==> src/rtl/pulse_sync.sv <==
// Brings an asynchronous strobe into the sysClk domain and turns each rising edge
// into a single-cycle pulse, regardless of how long the strobe stays high.
module pulse_sync (
  input  logic sysClk,
  input  logic reset,
  input  logic sig_in,
  output logic pulse_c
);

  logic sync1_q, sync1_d;
  logic sync2_q, sync2_d;
  logic dly_q,   dly_d;

  always_comb begin
    sync1_d = sig_in;
    sync2_d = sync1_q;
    dly_d   = sync2_q;
  end

  always_ff @(posedge sysClk or negedge reset) begin
    if (!reset) begin
      sync1_q <= 1'b0;
      sync2_q <= 1'b0;
      dly_q   <= 1'b0;
    end else begin
      sync1_q <= sync1_d;
      sync2_q <= sync2_d;
      dly_q   <= dly_d;
    end
  end

  // Rising edge of the synchronised strobe
  assign pulse_c = sync2_q & ~dly_q;

endmodule

==> src/rtl/rx_byte_buffer.sv <==
// Show-ahead receive FIFO between the UART receiver and the core's input path.
// Bytes are captured on each synchronised receive_done edge and held until popped.
module rx_byte_buffer #(
  parameter int unsigned addrSize_fifo = 4
) (
  input  logic                   sysClk,
  input  logic                   reset,
  input  logic [7:0]             data_rx,
  input  logic                   receive_done,
  input  logic                   rd_req,
  output logic [7:0]             data_out,
  output logic                   data_valid,
  output logic                   empty,
  output logic                   full,
  output logic [addrSize_fifo:0] count,
  output logic                   overflow
);

  localparam int unsigned AW    = addrSize_fifo;
  localparam int unsigned CW    = addrSize_fifo + 1;
  localparam int unsigned DEPTH = 1 << addrSize_fifo;

  logic          wr_c;
  logic          push_c;
  logic          pop_c;
  logic          empty_c;
  logic          full_c;

  logic [7:0]    mem_q [DEPTH];
  logic [7:0]    mem_d [DEPTH];
  logic [AW-1:0] wr_ptr_q, wr_ptr_d;
  logic [AW-1:0] rd_ptr_q, rd_ptr_d;
  logic [CW-1:0] count_q,  count_d;
  logic          overflow_q, overflow_d;

  pulse_sync u_rx_sync (
    .sysClk  (sysClk),
    .reset   (reset),
    .sig_in  (receive_done),
    .pulse_c (wr_c)
  );

  assign empty_c = (count_q == '0);
  assign full_c  = (count_q == CW'(DEPTH));

  // A pop frees a slot in the same cycle, so a write while full still lands if popped
  always_comb begin
    mem_d      = mem_q;
    wr_ptr_d   = wr_ptr_q;
    rd_ptr_d   = rd_ptr_q;
    count_d    = count_q;
    overflow_d = overflow_q;

    pop_c  = rd_req & ~empty_c;
    push_c = wr_c & (~full_c | pop_c);

    if (push_c) begin
      mem_d[wr_ptr_q] = data_rx;
      wr_ptr_d        = wr_ptr_q + AW'(1);
    end
    if (pop_c) begin
      rd_ptr_d = rd_ptr_q + AW'(1);
    end
    if (wr_c && !push_c) begin
      overflow_d = 1'b1;
    end

    unique case ({push_c, pop_c})
      2'b10:   count_d = count_q + CW'(1);
      2'b01:   count_d = count_q - CW'(1);
      default: count_d = count_q;
    endcase
  end

  always_ff @(posedge sysClk or negedge reset) begin
    if (!reset) begin
      for (int unsigned i = 0; i < DEPTH; i++) begin
        mem_q[i] <= 8'h00;
      end
      wr_ptr_q   <= '0;
      rd_ptr_q   <= '0;
      count_q    <= '0;
      overflow_q <= 1'b0;
    end else begin
      mem_q      <= mem_d;
      wr_ptr_q   <= wr_ptr_d;
      rd_ptr_q   <= rd_ptr_d;
      count_q    <= count_d;
      overflow_q <= overflow_d;
    end
  end

  assign data_out   = mem_q[rd_ptr_q];
  assign data_valid = ~empty_c;
  assign empty      = empty_c;
  assign full       = full_c;
  assign count      = count_q;
  assign overflow   = overflow_q;

endmodule

==> config.mk <==
export PLATFORM = sky130hd
export DESIGN_NAME = rx_byte_buffer
export DESIGN_NICKNAME = d
export VERILOG_FILES = /design/src/rtl/pulse_sync.sv /design/src/rtl/rx_byte_buffer.sv
export SDC_FILE = /design/constraint.sdc
export NUM_CORES = 1
export LEC_CHECK = 0
export ABC_AREA = 1
export CAP_MARGIN = 5
export CORE_MARGIN = 10
export CORE_UTILIZATION = 35
export DETAILED_ROUTE_END_ITERATION = 10
export GPL_ROUTABILITY_DRIVEN = 1
export PLACE_DENSITY = 0.62
export SLEW_MARGIN = 25
export SYNTH_ARGS = -nofsm -noshare
export SYNTH_HDL_FRONTEND = slang
export SYNTH_SLANG_ARGS = --single-unit
==> constraint.sdc <==
create_clock -name sysClk -period 2.8 [get_ports sysClk]
set_clock_uncertainty 0.2 [all_clocks]
set_input_delay 0.56 -clock sysClk [delete_from_list [all_inputs] [get_ports sysClk]]
set_output_delay 0.56 -clock sysClk [all_outputs]
set_load 0.02 [all_outputs]
; Yosys cells after proc, flatten, opt, wreduce, memory -nomap -nowiden
; Cells that the tools add are included.
[totals]
ff_bits = 145
latchBits = 0
mem_bits_rw = 0
rom_bits = 0
output_inout_bits = 17
elab_cells = 54
n_memories = 0
[op_classes]
addsub = 4
n_mul = 0
div_mod_pow = 0
magnitude_cmp = 3
n_eq_ne = 3
shifts = 0
mux = 7
bitwise = 9
reduce_logical = 5
[op_table]
columns = op, n
row1 = $bwmux W128, 1
row2 = $bmux W8 S4, 1
row3 = $demux W8 S4, 1
row4 = $mux W8, 3
row5 = $ge A5 B5 Y1 const B, 2
row6 = $not A4 Y5, 2
row7 = $pmux W5 S2, 1
row8 = $add A4 B1 Y4 const B, 2
row9 = $add A5 B1 Y5 const B, 1
row10 = $eq A5 B5 Y1 const B, 1
row11 = $logic_not A5 Y1, 1
row12 = $lt A5 B1 Y1 const B, 1
row13 = $sub A5 B1 Y5 const B, 1
row14 = $and A1 B1 Y1, 3
row15 = $not A1 Y1, 3
row16 = $eq A2 B1 Y1 const B, 1
row17 = $eq A2 B2 Y1 const B, 1
row18 = $logic_and A1 B1 Y1, 2
row19 = $reduce_bool A2 Y1, 1
row20 = $logic_not A1 Y1, 1
row21 = $or A1 B1 Y1, 1

; Logic depth before layout (Yosys ltp)
[depth]
depth_word = 7
depth_mapped = 14
depth_no_buf = 14

; Cells and area by module
; From an unflattened synthesis, not the netlist that was laid out.
[hier_totals]
cells_unflattened = 1090
hier_area_um2 = 8157.8
[by_module_without_submodules]
columns = module, instances, cells_per_inst, area_per_inst_um2, seq_area_each_um2
row1 = rx_byte_buffer, 1, 1085, 8072.7, 3553.4
row2 = pulse_sync, 1, 5, 85.1, 75.1

; Least setup slack after synthesis
; OpenSTA, ideal clock, no wires.
[synth_timing]
kind = register -> register
startpoint = register count_q[1], in the netlist count[1]
endpoint = register count_q[4], in the netlist count[4]
setup_time_ps = 117
arrival_ps = 2131
t_required_ps = 2483
setup_slack_ps = 353
path_stages_with_launch = 13
synth_period_minus_slack_ps = 2447
cell_sequence = dfrtp_1 nor2_2 nand3_1 nand2_1 inv_1 ha_1 ha_1 a21oi_1 nand2_1 nand2_1 nand2_1 nand2_1 nand2_1
[synth_between]
elab_chain_cells = 7
word_cells_on_any_way = 13
cone_classes = add/sub: 2 / eq/ne: 3 / mux: 1 / bitwise: 5 / reduce/logical: 2
[synth_lines]
columns = item, line_no
row1 = "start, declared", rx_byte_buffer.sv:33  ; logic [CW-1:0] count_q, count_d;
row2 = "start signal, assigned", rx_byte_buffer.sv:88  ; count_q <= count_d;
row3 = $logic_not A5 Y1 (*), rx_byte_buffer.sv:43  ; assign empty_c = (count_q == '0);
row4 = $not A1 Y1 (*), -
row5 = named net data_valid, rx_byte_buffer.sv:12  ; output logic data_valid,
row6 = $and A1 B1 Y1 (*), rx_byte_buffer.sv:54  ; pop_c = rd_req & ~empty_c;
row7 = named net pop_c, rx_byte_buffer.sv:25  ; logic pop_c;
row8 = $or A1 B1 Y1, rx_byte_buffer.sv:55  ; push_c = wr_c & (~full_c | pop_c);
row9 = $and A1 B1 Y1, rx_byte_buffer.sv:55
row10 = $eq A2 B1 Y1 / $eq A2 B2 Y1 (equally long branches), rx_byte_buffer.sv:68  ; unique case ({push_c, pop_c})
row11 = $pmux W5 S2 / $reduce_bool A2 Y1 (equally long branches), -
; Mark *: on every way through the listed nets, which the timed path passes. The rest lies on a longest branch.
; A chain may end at the register's enable or synchronous reset.

; Final worst setup path
[layout_timing]
startpoint = register rd_ptr_q[0]
endpoint = output data_out[1]
[layout_between]
elab_chain_cells = 4
[layout_lines]
columns = item, line_no
row1 = "start, declared", rx_byte_buffer.sv:32  ; logic [AW-1:0] rd_ptr_q, rd_ptr_d;
row2 = "start signal, assigned", rx_byte_buffer.sv:87  ; rd_ptr_q <= rd_ptr_d;
row3 = $not A4 Y5 (not written as such), rx_byte_buffer.sv:93  ; assign data_out = mem_q[rd_ptr_q];
row4 = $bmux W8 S4, rx_byte_buffer.sv:93
row5 = $mux W8 (not written as such) (2 in series), rx_byte_buffer.sv:93
row6 = "end, declared", rx_byte_buffer.sv:11  ; output logic [7:0] data_out,
; Every way passes these cells. The select of a mux whose other input is x is not followed.

==> impl_metrics.yaml <==
pwr:
  p_clk_share_pct: 21.9
  comb_power_share_pct: 45.1
  peakVddDrop_v: 0.000448
  pwr-share-seq_pct: 33.0
  power.internal_mw: 5.96
  powerDensity_mw_per_mm2: 1120
  switchingPower_mw: 4.66
  swShare_pct: 43.9
  p_leak_nw: 4.84
clocking:
  root_buffer: "clkbuf_16"
  clkTransAtPathRegs_ns: 0.07
  cts_sinks: 145
  cts_buffer_depth: 2
  cts_tree: "yes"
  cts_buffers: 17
  clkLatencyLatePin_ns: 0.43
  cts_max_level: 4
worst_hold_path:
  min_from: "u_rx_sync.sync1_q"
  hold_class: "reg -> reg"
  hold_depth: 0
  holdPathEnd: "u_rx_sync.dly_d"
finish:
  drive_gt1_share_pct: 10.6
  post-route-util_pct: 40.9
  area_delta_synth_final_pct: 15.8
  multi_input_area_mm2: 0.00379
  fin_nets: 1117
  nFillCells: 2382
  insertedDiodeCount: 0
  regArea_mm2: 0.00363
  stdcell_area_mm2: 0.00952
sta:
  whs_ns: 0.162
  timing.final.crit_share_pct: 97.7
  tightest_slew_ns: 0.798
  fin_crit_ns: 2.74
  drv_slew: 0
  grt_setup_unrepaired: "false"
  slew_headroom_pct: 46.8
  hold_viol: 0
  setup_viol: 0
  fmax_mhz: 365
  tns_ns: 0
placed_design:
  hpwl_mm: 14.4
  portBuffers: 28
  finalWeightedCongestion: 0.875
  dpl_cell_area_mm2: 0.00888
drt:
  wl_mm: 24.1
  wl_met2_mm: 11.6
  post_drt_wl_per_cell_um: 16.9
  met1Wirelength_mm: 10.7
  drtIter0Drc: 780
  topRoutingLayerUsed: "met4"
  dr_wl_met3_mm: 1.35
  vias: 7275
  vias_per_cell: 5.10
  drc: 0
  ant_nets: 0
  first_pass_iters: 5
synth:
  syn_area_mm2: 0.00822
  yosysTopAreaCell: "dfrtp_1"
  yosysMostFrequentCell: "nand2_1"
  yosys-top-cells-area: "dfrtp_1 44%, nand2_1 20%, nand4_1 9.7%"
  ys_ff_latch: 145
  yosys.cell_types.count: 25
  synth_flop_cell: "dfrtp_1"
  seq_area_frac_synth_pct: 44.1
  syn_nets: 1112
  synth_common_cells: "446 x nand2_1, 145 x dfrtp_1, 128 x nand4_1"
  synth_top_area_share_pct: 44.1
  synth_edf_count: 0
  async_reset_ff_share_pct: 100
  syn_inst: 1090
  syn_area_per_cell_um2: 7.54
  synth_warnings: 0
critical_path:
  reg2reg_to: "count[4]"
  reg2reg_from: "count[1]"
  rr_worst_depth: 12
  cp-start-kind: "flip-flop"
  critPathKind: "reg -> out"
  critPathMaxFanout: 16
  endpoint_kind: "output pin"
  cp_data_required_time_ns: 2.04
  reg2reg_slack_ns: 0.42
  cp_data_arrival_time_ns: 1.98
run:
  max-cap-violations: 0
run_status:
  status: "completed"
global_route:
  grt_max_degree: 148
  track_usage_pct: 16.1
  gr-total-overflow: 0
  grt_first_pass_wirelength_mm: 39.2
  grt_pass1_vias: 7124
  antenna_found_initial: 0
floorplan:
  die_area_mm2: 0.0300
  core_mm2: 0.0233
  die_y_um: 173
  initial_core_util_pct: 35.3
  ios: 29
  die_w_um: 173
  rows: 56
[placed cells by master, fill, tap and decap left out]
cell type        Yosys  routed
nand2_1            446     446
inv_4                0       1
nor2_2               7       6
bufbuf_16            0       1
dfrtp_1            145     144
nand4_4              0       1
a31o_2               1       1
o21ai_0              5       5
dlygate4sd3_1        0       1
clkinv_4             0       3
buf_6                3       1
xor2_1               5       5
buf_4                5      19
dfrtp_2              0       1
nand2_2              5       5
inv_2                1       1
clkbuf_16            0      17
buf_2               43       8
inv_6                0       3
nor2_1               4       4
nand3_1            106     105
bufinv_16            0       2
nand3_4             16      16
fa_1                 1       1
clkbuf_8             0       1
dlymetal6s2s_1       0       2
buf_12               0      11
inv_1              116     115
ha_1                 9       9
nand3_2              0       1
xnor2_1              2       2
a21oi_1              4       4
clkinvlp_4           0       6
nor2_4              12      13
nand4_1            128     128
clkdlybuf4s50_1      0      17
clkinv_1             2       2
[registers in the layout (all words and copies together), names as in the netlist]
signal and flops:
overflow 1, u_rx_sync.dly_q 1, count 5, u_rx_sync.sync1_q 1, mem_q 128, u_rx_sync.dly_d 1
wr_ptr_q 4, rd_ptr_q 4
[per-layer routing]
| metal | vias up | GRT usage, % |
|---|---|---|
| li1 | 3540 | - |
| met1 | 3481 | 21.7 |
| met2 | 222 | 25.5 |
| met3 | 32 | 2.74 |
| met4 | 0 | 5.53 |
| met5 | - | 0 |
[through the flow]
step,cells,total power [mW],setup WS (ns)
3_3_place_gp,1392,8.22,0.0999
2_1_floorplan,1090,6.58,0.353
3_5_place_dp,1392,8.28,0.0686
6_report,1427,10.6,0.0638
4_1_cts,1427,10.7,0.0119
5_1_grt,1427,11.4,0.0130
[cell families (layout without fill, tap and decap cells)]
group,Yosys count,after routing,share of synthesized area (%)
AOI/OAI and AO/OA,10,10,0.655
DFF,145,145,44.1
and+or+nand+nor,725,725,42.9
buffers and inverters,193,211,9.97
xor gates and xnor gates,7,7,0.746
adders and majority gates,10,10,1.61
[power groups by stage]
| stage | clock, mW | combinational (mW) | sequential, mW |
|---|---|---|---|
| 2_1_floorplan | 0 | 3.18 | 3.40 |
| 3_3_place_gp | 0 | 4.72 | 3.51 |
| 3_5_place_dp | 0 | 4.76 | 3.52 |
| 4_1_cts | 2.36 | 4.82 | 3.50 |
| 5_1_grt | 2.45 | 5.34 | 3.61 |
| 6_report | 2.33 | 4.78 | 3.50 |
[worst max-delay path: stages, from the launching register on]
cell and delay (ns):
dfrtp_2 0.44, inv_4 0.12, bufbuf_16 0.31, nand2_1 0.06, nand3_1 0.06, nand3_1 0.09, nand3_1 0.18, nand2_1 0.10
buf_2 0.17
[worst max path at each step]
stage / from / endpoint / cells after the start
5_1_grt: rd_ptr_q[0] / data_out[1] / 8
6_report: rd_ptr_q[0] / data_out[1] / 8
4_1_cts: rd_ptr_q[0] / data_out[5] / 8
3_5_place_dp: rd_req / count[4] / 13
2_1_floorplan: count[1] / count[4] / 12
3_3_place_gp: rd_req / count[4] / 13
[cell type report]
type                    count  share of cell area [%]
flip-flops and latches    145                    38.1
inverters                 119                    4.72
well taps                 319                    4.19
clock buffers              18                    4.61
repair buffers             60                    6.85
clock inverters            14                    1.66
multi-input cells         752                    39.8
[timing repair]
action,in CTS,in global routing
hold buffers,1,0
endpoints found under the setup margin,8,6
resized for setup,29,7
endpoints found under the hold margin,51,0
buffers inserted,1,0
cloned,1,0
(Power assumes the default switching activity.)
